[src/rtl/mem_write_buffer.sv]
// mem_write_buffer
// Posted-write buffer between the data cache and data memory. Cache block
// writes are absorbed into a small circular queue in one cycle and drained
// to memory in the background. Block reads are served from the youngest
// buffered copy of the address when one exists. Otherwise they are sent to
// memory ahead of any queued writes.
//
// Ports
//   CLK, RESET      clock; synchronous active-high reset
//   C_READ/C_WRITE  cache block read / write requests (held while stalled)
//   C_ADDRESS       cache block address
//   C_WRITEDATA     block to be written
//   C_READDATA      block returned to the cache (forwarded or from memory)
//   C_BUSYWAIT      combinational stall back to the cache
//   M_READ/M_WRITE  registered memory requests (never both high)
//   M_ADDRESS       registered memory block address
//   M_WRITEDATA     registered memory write block
//   M_READDATA      block returned by memory
//   M_BUSYWAIT      memory busy
module mem_write_buffer #(
    parameter int DEPTH  = 4,
    parameter int ADDR_W = 6,
    parameter int DATA_W = 32
) (
    input  logic              CLK,
    input  logic              RESET,
    input  logic              C_READ,
    input  logic              C_WRITE,
    input  logic [ADDR_W-1:0] C_ADDRESS,
    input  logic [DATA_W-1:0] C_WRITEDATA,
    output logic [DATA_W-1:0] C_READDATA,
    output logic              C_BUSYWAIT,
    output logic              M_READ,
    output logic              M_WRITE,
    output logic [ADDR_W-1:0] M_ADDRESS,
    output logic [DATA_W-1:0] M_WRITEDATA,
    input  logic [DATA_W-1:0] M_READDATA,
    input  logic              M_BUSYWAIT
);

    localparam int PTR_W = $clog2(DEPTH);
    localparam int CNT_W = PTR_W + 1;

    typedef enum logic [1:0] {
        IDLE   = 2'd0,
        MWRITE = 2'd1,
        MREAD  = 2'd2
    } state_t;

    logic [ADDR_W-1:0] addr_mem_r [DEPTH];
    logic [DATA_W-1:0] data_mem_r [DEPTH];
    logic [PTR_W-1:0]  head_r;
    logic [PTR_W-1:0]  tail_r;
    logic [CNT_W-1:0]  count_r;
    state_t            state_r;
    state_t            state_s;
    logic              read_done_r;
    logic [DATA_W-1:0] rdata_r;
    logic              m_read_r;
    logic              m_write_r;
    logic [ADDR_W-1:0] m_address_r;
    logic [DATA_W-1:0] m_writedata_r;

    logic              m_read_s;
    logic              m_write_s;
    logic [ADDR_W-1:0] m_address_s;
    logic [DATA_W-1:0] m_writedata_s;
    logic              pop_s;
    logic              rd_complete_s;
    logic [PTR_W-1:0]  next_head_s;

    logic              full_s;
    logic              empty_s;
    logic              push_s;
    logic              any_match_s;
    logic              match_s;
    logic [PTR_W-1:0]  idx_s;
    logic [DATA_W-1:0] fwd_data_s;
    logic              hit_s;
    logic              read_miss_s;

    assign full_s  = (count_r == CNT_W'(DEPTH));
    assign empty_s = (count_r == {CNT_W{1'b0}});
    // Fullness uses the current count only: a slot freed by this edge's pop
    // becomes usable on the following cycle.
    assign push_s  = C_WRITE && !full_s;

    // Associative search over valid entries, oldest to youngest, so the
    // youngest matching entry is the one left in fwd_data_s.
    always_comb begin
        any_match_s = 1'b0;
        match_s     = 1'b0;
        idx_s       = head_r;
        fwd_data_s  = {DATA_W{1'b0}};
        for (int k = 0; k < DEPTH; k++) begin
            idx_s       = head_r + PTR_W'(k);
            match_s     = (CNT_W'(k) < count_r) && (addr_mem_r[idx_s] == C_ADDRESS);
            any_match_s = any_match_s | match_s;
            fwd_data_s  = match_s ? data_mem_r[idx_s] : fwd_data_s;
        end
    end

    // A simultaneous read and write is handled as a write only.
    assign hit_s       = C_READ && !C_WRITE && any_match_s;
    assign read_miss_s = C_READ && !C_WRITE && !any_match_s && !read_done_r;

    assign C_BUSYWAIT  = C_WRITE ? full_s : read_miss_s;
    assign C_READDATA  = hit_s ? fwd_data_s : rdata_r;

    assign M_READ      = m_read_r;
    assign M_WRITE     = m_write_r;
    assign M_ADDRESS   = m_address_r;
    assign M_WRITEDATA = m_writedata_r;

    // Next-state and next memory-request logic. Read misses take priority
    // over draining: no buffered entry holds the missed address, so going
    // first cannot return stale data.
    always_comb begin
        state_s       = state_r;
        m_read_s      = m_read_r;
        m_write_s     = m_write_r;
        m_address_s   = m_address_r;
        m_writedata_s = m_writedata_r;
        pop_s         = 1'b0;
        rd_complete_s = 1'b0;
        next_head_s   = head_r + PTR_W'(1);
        case (state_r)
            IDLE: begin
                if (read_miss_s) begin
                    state_s     = MREAD;
                    m_read_s    = 1'b1;
                    m_address_s = C_ADDRESS;
                end else if (!empty_s) begin
                    state_s       = MWRITE;
                    m_write_s     = 1'b1;
                    m_address_s   = addr_mem_r[head_r];
                    m_writedata_s = data_mem_r[head_r];
                end else begin
                    state_s = IDLE;
                end
            end
            MWRITE: begin
                if (m_write_r && !M_BUSYWAIT) begin
                    pop_s     = 1'b1;
                    m_write_s = 1'b0;
                    if (read_miss_s) begin
                        state_s     = MREAD;
                        m_read_s    = 1'b1;
                        m_address_s = C_ADDRESS;
                    end else if (count_r > CNT_W'(1)) begin
                        // Back-to-back issue of the entry behind the one just popped.
                        state_s       = MWRITE;
                        m_write_s     = 1'b1;
                        m_address_s   = addr_mem_r[next_head_s];
                        m_writedata_s = data_mem_r[next_head_s];
                    end else begin
                        state_s = IDLE;
                    end
                end else begin
                    state_s = MWRITE;
                end
            end
            MREAD: begin
                if (m_read_r && !M_BUSYWAIT) begin
                    rd_complete_s = 1'b1;
                    m_read_s      = 1'b0;
                    state_s       = IDLE;
                end else begin
                    state_s = MREAD;
                end
            end
            default: begin
                state_s   = IDLE;
                m_read_s  = 1'b0;
                m_write_s = 1'b0;
            end
        endcase
    end

    // Control state, memory-side registers, pointers and occupancy.
    always_ff @(posedge CLK) begin
        if (RESET) begin
            state_r       <= IDLE;
            head_r        <= {PTR_W{1'b0}};
            tail_r        <= {PTR_W{1'b0}};
            count_r       <= {CNT_W{1'b0}};
            read_done_r   <= 1'b0;
            rdata_r       <= {DATA_W{1'b0}};
            m_read_r      <= 1'b0;
            m_write_r     <= 1'b0;
            m_address_r   <= {ADDR_W{1'b0}};
            m_writedata_r <= {DATA_W{1'b0}};
        end else begin
            state_r       <= state_s;
            m_read_r      <= m_read_s;
            m_write_r     <= m_write_s;
            m_address_r   <= m_address_s;
            m_writedata_r <= m_writedata_s;
            // read_done lives for exactly the cycle after a memory read returns.
            read_done_r   <= rd_complete_s;
            rdata_r       <= rd_complete_s ? M_READDATA : rdata_r;
            head_r        <= pop_s ? (head_r + PTR_W'(1)) : head_r;
            tail_r        <= push_s ? (tail_r + PTR_W'(1)) : tail_r;
            count_r       <= count_r + CNT_W'(push_s) - CNT_W'(pop_s);
        end
    end

    // Entry storage; validity is tracked by head/count, so no reset needed.
    always_ff @(posedge CLK) begin
        if (push_s) begin
            addr_mem_r[tail_r] <= C_ADDRESS;
            data_mem_r[tail_r] <= C_WRITEDATA;
        end
    end

endmodule

[config.mk]
export PLATFORM = sky130hd
export DESIGN_NAME = mem_write_buffer
export DESIGN_NICKNAME = d
export VERILOG_FILES = /design/src/rtl/mem_write_buffer.sv
export SDC_FILE = /design/constraint.sdc
export NUM_CORES = 1
export LEC_CHECK = 0
export BUFFER_PORTS_ARGS = -buffer_cell sky130_fd_sc_hd__buf_2
export CAP_MARGIN = 20
export CORE_MARGIN = 1.5
export CORE_UTILIZATION = 43
export DETAILED_ROUTE_END_ITERATION = 6
export PLACE_DENSITY = 0.69
export SLEW_MARGIN = 20
export SYNTH_ARGS = -nofsm -noshare
export SYNTH_HDL_FRONTEND = slang
export SYNTH_SLANG_ARGS = --single-unit
[constraint.sdc]
create_clock -name CLK -period 3.9 [get_ports CLK]
set_input_delay 0.78 -clock CLK [delete_from_list [all_inputs] [get_ports CLK]]
set_output_delay 0.78 -clock CLK [all_outputs]
set_load 0.01 [all_outputs]
== Word-level counts from Yosys, hierarchy flattened ==
Memory sizes are Yosys's and may differ from the RTL's. A register that Yosys moved wholly into a read port is not among the register bits.
Cells that the tools add are included.
Operators by class
  $lt $le $gt $ge: 5
  bitwise logic cells: 4
  multiplexer cells: 45
  add/subtract/negate cells: 6
  reduce and logical (&&, ||, !) cells: 23
  eq/ne operators: 15
Operator list (count)
  $mux W32: 10
  $pmux W32 S2: 1
  $mux W6: 5
  $eq A6 B6 Y1: 4
  $mux W1: 17
  $mux W2: 8
  $ne A2 B2 Y1 const B: 6
  $pmux W6 S2: 1
  $logic_and A1 B1 Y1: 11
  $reduce_and A4 Y1: 2
  $lt A1 B3 Y1 const A: 2
  $lt A2 B3 Y1 const A: 2
  $ne A3 B3 Y1 const B: 2
  $pmux W1 S3: 2
  $pmux W2 S3: 1
  $reduce_and A6 Y1: 1
  $logic_not A1 Y1: 5
  $add A2 B1 Y2 const B: 2
  $add A2 B2 Y2 const B: 2
  $add A3 B1 Y3: 1
  $eq A3 B3 Y1 const B: 1
  $gt A3 B1 Y1 const B: 1
  $logic_not A3 Y1: 1
  $or A1 B1 Y1: 3
  7 further kinds: 7
Word-level totals
  logic and storage cells: 110
  memories kept: 2
  bits of input ports: 75
  output and inout bits: 73
  memory bits (writable): 152
  flip-flop bits (word level): 82
Memory list
  data_mem_r: words 4, width 32, read ports 4, clocked after memory_dff 1, write ports 1, RTL line 51  | logic [DATA_W-1:0] data_mem_r [DEPTH];
  addr_mem_r: words 4, width 6, read ports 4, clocked after memory_dff 1, write ports 1, RTL line 50  | logic [ADDR_W-1:0] addr_mem_r [DEPTH];

== Logic depth before layout (Yosys ltp) ==
Gate-level depths: netlist of run 1.
An unclocked memory read counts as a cell.
  depth in word-level cells: 13
  mapped depth: 13
  gate-level depth less buffers: 10

== Worst setup path before layout of run 1 ==
OpenSTA, ideal clock, no wires.
  path kind: input to output
  start point: input C_ADDRESS[3]
  end point: output C_READDATA[23]
  buffers on the path: 2
  data required time: 3.120 ns
  slack: 0.450 ns
  cell stages on the path: 8
  data arrival time: 2.670 ns
  path through: buf_1 xnor2_1 nand2_1 or4_1 nand2_1 o211ai_2 buf_2 o31ai_1
Between the ends
  cells in the longest elaborated chain, start to end: 7
  elaborated cells between the ends (all ways): 17
  those cells by class: 4 x eq/ne; 5 x mux; 3 x bitwise; 5 x reduce/logical
RTL lines
  start: declaration: RTL line 29  | input logic [ADDR_W-1:0] C_ADDRESS,
  $eq A6 B6 Y1: RTL line 97  | match_s = (CNT_W'(k) < count_r) && (addr_mem_r[idx_s] == C_ADDRESS);
  $logic_and A1 B1 Y1: RTL line 97
  $mux W32 / $or A1 B1 Y1 (equally long branches) (3 in a row): RTL line 99, 98
  $mux W32 / $logic_and A1 B1 Y1 (equally long branches): RTL line 99, 104
  $mux W32 (*): RTL line 108  | assign C_READDATA = hit_s ? fwd_data_s : rdata_r;
  end: declaration: RTL line 31  | output logic [DATA_W-1:0] C_READDATA,
Mark *: on every way between the ends. The rest lies on a longest branch, timed or not.

==> results.md, run 1 <==
* Slew Limit Fails at 0
* Min setup slack post-route at -0.2149 ns
* Fraction of registers with async set/reset at 0%
* Cells after Synth at 1,199
* CTS max path bufs at 3
* Placeable core region at 30,430 um2
* Register area share after synthesis at 47.15%
* Vias in the first global route at 10,150
* Cts hold-fix bufs at 0
* Post-Layout Cell Count at 1,749
* Final #Nets at 1,414
* Relative slew margins at 33.97%
* Maximum VDD drop at 0.0004019 V
* Max Freq at 243.0 MHz
* Via density at 6.069
* Hold Path Class: input pin to flip-flop
* Final period util at 105.5%
* Final worst path period need at 4.115 ns
* Area added between synthesis and finish at 21.03%
* Initial core utilization at 43.54%
* Pre-CTS WS at -0.02281 ns
* DPL Wire Length at 24.07 mm
* Top cell type's share of synthesized area at 34.45%
* Post-Route WL at 39.01 mm
* Pin count of the biggest net entering global routing at 88
* Yosys reg bits at 236
* DR vias at 10,620
* Post-synth EDFFs at 152
* Count leader, synth: nand2_1
* Clk sink count at 236
* Worst R2R Start: head_r[0]
* DRC errors left at 0
* Max-cap viol count at 0
* Clock latency on the worst-skew pair at 0.54 ns
* Power per cell area at 501.9 nW/um2
* Fillers at 2,590
* Row count at 64
* Chip Height at 178.5 um
* Actual slew at the worst max-slew pin at 0.9904 ns
* Predominant post-synthesis flop cell: edfxtp_1
* Util after Layout at 52.69%
* WP data arrival at 3.33 ns
* DR pass1 iterations at 5
* Yosys cell types at 49
* Final Setup Violations at 32
* Final ANT Viol Nets at 0
* I/O Buffers at 147
* Initial antenna violation count at 8
* Total track usage at 24.06%
* Clock root buffer: clkbuf_16
* DR WL/cell at 22.30 um
* Tot Pwr at 8.048 mW
* DRT iter0 DRCs at 912
* Width of the die at 178.5 um
* CTS tree: done
* Status: complete, but fails checks
* Critical Path RT at 3.12 ns
* Setup slack, reg-to-reg at 0.88 ns
* Mapped Nets at 1,284
* Unrepaired setup endpoints after global routing: true
* GRT overflow at 0
* Highest net fanout along the worst path at 28
* Capture point of the worst path: C_READDATA[3]
* Total CTS buffers at 26
* Worst R2R End: M_WRITEDATA[7]
* Gpl congestion at 0.9005
* Ranking of synthesized cells by area: edfxtp_1 (34%), mux4_2 (13%), dfxtp_1 (13%), nand2_1 (5.0%), mux2i_1 (4.1%)
* Share of post-route cells with drive strength above 1 at 34.40%
* Violated checks: negative setup slack
* Leading area contributor after synthesis: edfxtp_1
* Critical Path End Type: primary output
* Critical path class: flip-flop to primary output
* Avg Cell Area, Syn at 11.05 um2
* Final hold violations at 0
* Placed cell count at 1,674
* I/O pins at 148
* Synthesized area at 13,250 um2
* Leakage at 5.314 nW
* FF-to-FF path depth at 11
* Syn. warnings at 0
* Commonest cells post-synth: nand2_1 (178), edfxtp_1 (152), nor2_1 (111), dfxtp_1 (84), mux4_2 (79)
* Clock Pin Slew Worst Setup and Hold Paths at 0.06 ns
* Die area at 31,870 um2
* Setup Skew at 0.01329 ns
* H-tree levels at 1
* Crit start category: flip-flop
* Fin Hold WS at 0.4547 ns
* Wire length of the first global-routing pass at 58.44 mm
## flip-flops by register name (all words and copies together), names as in the netlist, named ones only
name and cells:
addr_mem_r 24, read_done_r 1, head_r 2, M_ADDRESS 6, data_mem_r 128, M_WRITEDATA 32, tail_r 2, rdata_r 32
count_r 3, M_READ 1, state_r 2, M_WRITE 1
## worst max-delay path, cell delays in order, from the launching register on
cell      delay (ns)
dfxtp_4         0.39
buf_12          0.12
mux4_2          0.54
xnor2_2         0.17
nand2_2         0.10
or4_4           0.54
nand2_4         0.11
o211ai_4        0.11
buf_12          0.19
o31ai_4         0.34
buf_2           0.19
## placed cells by master, fill, tap and decap left out, drive strengths merged, types with 3 or more instances in the layout
cell	n
nand2	179
nor2	111
nand3	13
dfxtp	84
a311oi	24
ha	9
mux4	79
nor3	8
o21ai	77
mux2	35
a31oi	3
buf	205
xnor2	21
a211oi	34
edfxtp	152
o21a	4
diode	4
clkinv	12
xor2	7
o31ai	32
nor2b	8
nand2b	7
clkbuf	37
mux2i	54
inv	14
a21oi	75
o22ai	39
and2	6
## routing by layer
metal,up-vias,global-route usage (%),wire (um)
li1,4786,-,-
met1,5274,33.24,16380
met2,460,38.26,18410
met3,87,4.966,3263
met4,8,6.979,906
met5,-,0,46
## what timing repair did
action,4_1_cts,5_1_grt
gates resized for setup,54,32
buffers inserted,10,10
cloned,1,2
pin swaps,4,10
setup endpoints to repair,33,33
## logic make-up (layout without fill, tap and decap cells)
family / Yosys count / in the layout / share of synthesized area (%)
AOI/OAI and AO/OA: 299 / 299 / 15.17
xor gates and xnor gates: 28 / 28 / 1.851
adders and majority gates: 10 / 10 / 1.001
buffers and inverters: 119 / 269 / 3.920
DFF: 236 / 236 / 47.15
muxes: 168 / 168 / 20.49
other: 0 / 4 / 0
and+or+nand+nor: 339 / 339 / 10.43
## worst min path at each step
| stage | slack (ns) | end | startpoint | cells after the start |
|---|---|---|---|---|
| 6_report | 0.45 | data_mem_r[0][20] | C_WRITEDATA[20] | 1 |
| 5_1_grt | 0.45 | data_mem_r[0][20] | C_WRITEDATA[20] | 1 |
| 4_1_cts | 0.44 | data_mem_r[0][20] | C_WRITEDATA[20] | 1 |
| 2_1_floorplan | 0.44 | rdata_r[0] | rdata_r[0] | 2 |
| 3_3_place_gp | 0.44 | rdata_r[1] | rdata_r[1] | 2 |
| 3_5_place_dp | 0.45 | rdata_r[3] | rdata_r[3] | 2 |
## through the flow
step	area, um2	TNS [ns]
floorplan	13250	0
global placement	14510	0
detailed placement	14510	-0.02281
CTS	15720	-3.569
global route	16030	-8.020
finish	16030	-4.597
## cell type report
class	instances	area [um2]	share of cell area, %
multi-input cells	844	6923	43.18
flip-flops and latches	236	6259	39.03
repair buffers	207	1486	9.270
clock buffers	35	715.7	4.464
well taps	396	495.5	3.090
clock inverters	13	92.59	0.5774
inverters	14	52.55	0.3277
diodes	4	10.01	0.06243
## report_power, final
group          internal (mW)  leakage [nW]  switching [mW]
registers               3.09          2.08           0.253
logic                  0.959          2.83            1.42
clock network           1.35         0.400           0.979
total                   5.40          5.31            2.65
Power figures use the tool's default switching activity.
==> run 2: changes to the inputs <==
- CORE_MARGIN: 1.5 -> 2
- CORE_UTILIZATION: 43 -> 55
- PLACE_DENSITY: 0.69 -> 0.83
==> results.md, run 2 (synthesized netlist as in run 1, its figures left out) <==
* Status: complete, but fails checks
* Violated checks: negative setup slack
* Vias in the first global route at 10,750 (+6.0%)
* Placed cell count at 1,593 (-4.8%)
* Max Freq at 237.3 MHz (-2.4%)
* DR vias at 11,360 (+7.0%)
* GR Util met2 at 46.68% (+8.4 points)
* Clk sink count at 236 (unchanged)
* Area added between synthesis and finish at 21.55%
* Largest register FFs at 128 (unchanged)
* Critical path class: flip-flop to primary output
* Cts hold-fix bufs at 0 (unchanged)
* CTS tree: done
* Final worst path period need at 4.214 ns (+0.09905 ns)
* Worst path max stage delay at 0.56 ns (+0.02 ns)
* Crit path buf inv count at 3 (unchanged)
* GRT overflow at 0 (unchanged)
* Final #Nets at 1,417 (+0.21%)
* Chip Height at 159.2 um (-11%)
* Initial core utilization at 56.27% (+13 points)
* Min setup slack post-route at -0.3139 ns (-0.09905 ns)
* Post-Route WL at 41.72 mm (+7.0%)
* Final period util at 108.0% (+2.5 points)
* DR WL/cell at 24.88 um (+12%)
* I/O pins at 148 (unchanged)
* Width of the die at 159.2 um (-11%)
* Maximum VDD drop at 0.0003792 V (-5.7%)
* Commonest non-fill, non-tap cell in the layout: nand2_1
* Power per cell area at 512.1 nW/um2 (+2.0%)
* Post-route design area at 16,100 um2 (+0.43%)
* Util after Layout at 68.40% (+16 points)
* Slew Limit Fails at 0 (unchanged)
* Fillers at 1,574 (-39%)
* Die area at 25,340 um2 (-20%)
* FF-to-FF path depth at 11 (unchanged)
* Placeable core region at 23,540 um2 (-23%)
* Crit start category: flip-flop
* Slowest stage cell on the critical path: mux4_2
* DR pass1 iterations at 6 (+1)
* Gpl congestion at 0.9345 (+3.8%)
* Pin count of the biggest net entering global routing at 99 (+13%)
* Leakage at 5.371 nW (+1.1%)
* Worst R2R End: M_WRITEDATA[24]
* Wire length of the first global-routing pass at 59.75 mm (+2.2%)
* Critical Path RT at 3.12 ns (about the same)
* Crit path cell chain: mux4_2 > xnor2_2 > nand2_2 > or4_4 > nand2_4 > o211ai_4 > buf_6 > clkbuf_16 > o31ai_4 > buf_2
* Worst R2R Start: head_r[0]
* Final hold violations at 0 (unchanged)
* WP data arrival at 3.43 ns (+0.10 ns)
* DRT iter0 DRCs at 1,589 (+74%)
* Share of post-route cells with drive strength above 1 at 35.43% (+1.0 points)
* Tot Pwr at 8.247 mW (+2.5%)
* Total negative slack at -7.226 ns (-2.630 ns)
* Critical Path End Type: primary output
* Setup slack, reg-to-reg at 0.75 ns (-0.13 ns)
* Hold Crit Start: C_WRITEDATA[23]
* I/O Buffers at 147 (unchanged)
* CTS max path bufs at 3 (unchanged)
* Commonest non-fill, non-tap cells in the layout: nand2_1 (166), edfxtp_1 (152), buf_2 (146)
* H-tree levels at 1 (unchanged)
* Clock Pin Slew Worst Setup and Hold Paths at 0.06 ns (about the same)
* Actual slew at the worst max-slew pin at 1.121 ns (+0.1304 ns)
* DRC errors left at 0 (unchanged)
* Highest net fanout along the worst path at 5 (-82%)
* Post-DP Area at 14,330 um2 (-1.2%)
* Row count at 56 (-13%)
* Initial antenna violation count at 6 (-2)
* Clock latency on the worst-skew pair at 0.56 ns (+0.02 ns)
* DPL Wire Length at 23.62 mm (-1.8%)
* Via density at 6.775 (+12%)
* Met1 usage at 39.26% (+6.0 points)
* Hold Crit Depth at 1 (unchanged)
* Total track usage at 29.62% (+5.6 points)
* Setup Skew at 0.01483 ns (+0.001538 ns)
* Top Usage Layer GRT: met2
* Clock root buffer: clkbuf_16
* Total CTS buffers at 26 (unchanged)
* Hold endpoint: data_mem_r[1][23]
* Final Setup Violations at 32 (unchanged)
* Relative slew margins at 25.28% (-8.7 points)
* Final ANT Viol Nets at 0 (unchanged)
* Hold Path Class: input pin to flip-flop
* Met3 Track Usage GR at 6.252% (+1.3 points)
* Largest Register: data_mem_r
* Largest delay share family, worst path: simple AND/OR/NAND/NOR gates
* Post-Layout Cell Count at 1,677 (-4.1%)
* Max-cap viol count at 0 (unchanged)
* Unrepaired setup endpoints after global routing: true
[run 2: changes by cell type in the layout (fill, tap and decap cells not counted), sizes merged]
| cell | change |
|---|---|
| clkbuf | +4 |
| clkinv | -3 |
| clkinvlp | +2 |
| diode | +2 |
| buf | -1 |
| bufinv | +1 |
[run 2: worst max path at each step]
| stage | startpoint | to | slack (ns) | cells past startpoint |
|---|---|---|---|---|
| after global routing | addr_mem_r[3][3] | C_READDATA[23] | -0.33 | 10 |
| after global placement | C_ADDRESS[0] | C_READDATA[0] | 0.17 | 9 |
| after floorplan | C_ADDRESS[3] | C_READDATA[23] | 0.45 | 8 |
| after detailed placement | C_ADDRESS[3] | C_READDATA[23] | 0.08 | 10 |
| after CTS | flip-flop | C_READDATA[14] | -0.21 | 9 |
| final | addr_mem_r[3][3] | C_READDATA[0] | -0.31 | 10 |
[run 2: cell type report]
cell class	count	area, um2	area share (%)
inverter	14	52.55	0.3263
multi-input combinational	844	6980	43.35
clock inverter	13	156.4	0.9713
antenna	6	15.01	0.09324
tap	319	399.1	2.479
clock buffer	35	714.4	4.437
sequential	236	6259	38.87
timing repair buffer	210	1526	9.479
[run 2: power breakdown]
group          internal [mW]  leakage [nW]  switching [mW]
Sequential              3.09          2.08           0.271
Combinational          0.949          2.87            1.46
Clock                   1.43         0.423            1.05
Total                   5.47          5.37            2.77
[run 2: layer usage]
layer  up-vias  wire length, um
met4         4             2708
met1      5379            14840
met3       238             5243
li1       4787                -
met5         -               21
met2       953            18910
[run 2: stage by stage]
| stage | hold slack [ns] | setup WS (ns) |
|---|---|---|
| after floorplan | 0.4366 | 0.4500 |
| after global placement | 0.4436 | 0.1719 |
| after detailed placement | 0.4517 | 0.07873 |
| after CTS | 0.4211 | -0.2108 |
| after global routing | 0.4291 | -0.3347 |
| final | 0.4339 | -0.3139 |
[run 2: timing repair]
| action | in CTS | in global routing |
|---|---|---|
| gates resized for setup | 40 | 67 |
| cloned | 3 | 6 |
| setup endpoints to repair | 33 | 33 |
| hold endpoints to repair | 0 | 0 |
| pin swaps | 5 | 8 |
| setup buffers | 11 | 10 |
[run 2: worst register-to-register path: stages (launching register included)]
cell	delay (ns)
dfxtp_4	0.44
buf_4	0.14
mux4_2	0.49
xor2_1	0.17
a2111oi_2	0.27
nand4b_1	0.21
nand2_2	0.18
buf_6	0.24
o31a_2	0.21
buf_12	0.32
nor2_1	0.14
a211oi_2	0.25
==> run 3: changes to the inputs <==
- PLACE_DENSITY: 0.83 -> 0.86
==> results.md, run 3 (synthesized netlist as in run 1, its figures left out) <==
* Hold Path Class: input pin to flip-flop
* Clock latency on the worst-skew pair at 0.55 ns (about the same)
* Largest Register: data_mem_r
* Critical path class: flip-flop to primary output
* Die area at 25,340 um2 (unchanged)
* Met3 Track Usage GR at 7.580% (+1.3 points)
* Final hold violations at 0 (unchanged)
* Total negative slack at -7.324 ns (-0.09835 ns)
* Unrepaired setup endpoints after global routing: true
* Initial antenna violation count at 6 (unchanged)
* Wire length of the first global-routing pass at 65.81 mm (+10%)
* Post-Route WL at 43.73 mm (+4.8%)
* Placed cell count at 1,602 (+0.56%)
* Crit start category: flip-flop
* Max Freq at 237.7 MHz (+0.17%)
* I/O Buffers at 147 (unchanged)
* Worst path max stage delay at 0.54 ns (-0.02 ns)
* I/O pins at 148 (unchanged)
* DPL Wire Length at 24.58 mm (+4.0%)
* Setup slack, reg-to-reg at 0.73 ns (-0.02 ns)
* Max-cap viol count at 0 (unchanged)
* Via density at 6.963 (+2.8%)
* Placeable core region at 23,540 um2 (unchanged)
* Critical Path End Type: primary output
* Crit path cell chain: mux4_2 > xor2_1 > a2111oi_2 > nand4b_1 > nand2b_2 > buf_4 > o22ai_1 > o31ai_2 > buf_4 > buf_2
* Hold Crit Start: C_WRITEDATA[17]
* Final Setup Violations at 32 (unchanged)
* Violated checks: negative setup slack
* Final #Nets at 1,425 (+0.56%)
* Hold Crit Depth at 1 (unchanged)
* Gpl congestion at 0.8838 (-5.4%)
* Leakage at 5.419 nW (+0.89%)
* Util after Layout at 68.86% (+0.46 points)
* DR pass1 iterations at 6 (unchanged)
* CTS max path bufs at 3 (unchanged)
* Cts hold-fix bufs at 0 (unchanged)
* Maximum VDD drop at 0.0003266 V (-14%)
* Largest register FFs at 128 (unchanged)
* Chip Height at 159.2 um (unchanged)
* GRT overflow at 0 (unchanged)
* Fin Hold WS at 0.4522 ns (+0.01824 ns)
* Worst R2R End: M_WRITEDATA[13]
* Total track usage at 33.19% (+3.6 points)
* GR Util met2 at 52.41% (+5.7 points)
* Status: complete, but fails checks
* Power per cell area at 519.5 nW/um2 (+1.4%)
* Area added between synthesis and finish at 22.36%
* Slew Limit Fails at 0 (unchanged)
* Share of post-route cells with drive strength above 1 at 35.59% (+0.16 points)
* Min setup slack post-route at -0.3069 ns (+0.007060 ns)
* Top cell by count, worst path: buf_4
* Commonest non-fill, non-tap cell in the layout: nand2_1
* Crit path buf inv count at 3 (unchanged)
* WP data arrival at 3.43 ns (about the same)
* Largest delay share family, worst path: compound AO/OA/AOI/OAI gates
* Critical Path RT at 3.12 ns (about the same)
* DR WL/cell at 26.00 um (+4.5%)
* Clock root buffer: clkbuf_16
* Actual slew at the worst max-slew pin at 1.095 ns (-0.02627 ns)
* Top Usage Layer GRT: met2
* Hold endpoint: data_mem_r[0][17]
* Clk sink count at 236 (unchanged)
* Final period util at 107.9% (-0.18 points)
* Width of the die at 159.2 um (unchanged)
* Pin count of the biggest net entering global routing at 90 (-9.1%)
* CTS tree: done
* Final worst path period need at 4.207 ns (-0.007060 ns)
* Final ANT Viol Nets at 0 (unchanged)
* FF-to-FF path depth at 12 (+1)
* Relative slew margins at 27.03% (+1.8 points)
* Met1 usage at 42.46% (+3.2 points)
* Total CTS buffers at 26 (unchanged)
* Clock Pin Slew Worst Setup and Hold Paths at 0.07 ns (about the same)
* DRC errors left at 0 (unchanged)
* Post-Layout Cell Count at 1,682 (+0.30%)
* Commonest non-fill, non-tap cells in the layout: nand2_1 (174), edfxtp_1 (152), buf_2 (144)
* Slowest stage cell on the critical path: mux4_2
* DRT iter0 DRCs at 1,991 (+25%)
* Vias in the first global route at 11,580 (+7.7%)
* H-tree levels at 1 (unchanged)
* Setup Skew at 0.01538 ns (+0.0005576 ns)
* Row count at 56 (unchanged)
* DR vias at 11,710 (+3.1%)
* Initial core utilization at 56.27% (unchanged)
* Highest net fanout along the worst path at 13 (+8)
run 3: worst register-to-register path, stage by stage, from the launching register on:
cell	delay (ns)
dfxtp_4	0.39
buf_6	0.11
mux4_2	0.54
xnor2_2	0.20
nand2_2	0.10
or4_4	0.53
nand2_4	0.10
buf_4	0.11
buf_4	0.11
o31a_2	0.16
buf_12	0.34
nor2_1	0.13
a211oi_1	0.25
run 3: power breakdown:
group          total, mW  switching, mW  internal (mW)
combinational       2.51           1.53          0.981
sequential          3.38          0.290           3.09
clock               2.53           1.07           1.47
run 3: final cells by class:
cell class              count  area, um2
well taps                 319      399.1
multi-input cells         844       6970
fillers                  1550       7332
clock buffers              28      679.4
repair buffers            218       1644
clock inverters            20      198.9
inverters                  14      52.55
diodes                      3      7.507
flip-flops and latches    236       6259
run 3: worst max path at each step:
stage / from / endpoint / slack [ns] / cells after the start
after floorplan: C_ADDRESS[3] / C_READDATA[23] / 0.45 / 8
after global placement: C_ADDRESS[5] / C_READDATA[18] / 0.05 / 9
after detailed placement: head_r[0] / C_READDATA[18] / 0.06 / 9
after CTS: flip-flop / C_READDATA[17] / -0.23 / 13
after global routing: head_r[0] / C_READDATA[30] / -0.41 / 9
final: head_r[0] / C_READDATA[30] / -0.31 / 10
run 3: per-layer routing:
layer,up-vias,wire (um)
li1,4813,-
met4,6,2376
met5,-,40
met2,1054,19970
met3,247,5600
met1,5592,15740
run 3: repair_timing:
action / in CTS / in global routing
pin swaps: 12 / 11
resized for setup: 75 / 36
setup endpoints to repair: 33 / 33
gates cloned: 4 / 0
buffers inserted: 21 / 5
run 3: through the flow:
step	total power [mW]	area [um2]	worst slack, ns
floorplan	4.927	13250	0.4500
global placement	5.608	14470	0.04777
detailed placement	5.701	14470	0.06234
CTS	8.236	16000	-0.2265
global route	8.692	16210	-0.4097
finish	8.421	16210	-0.3069
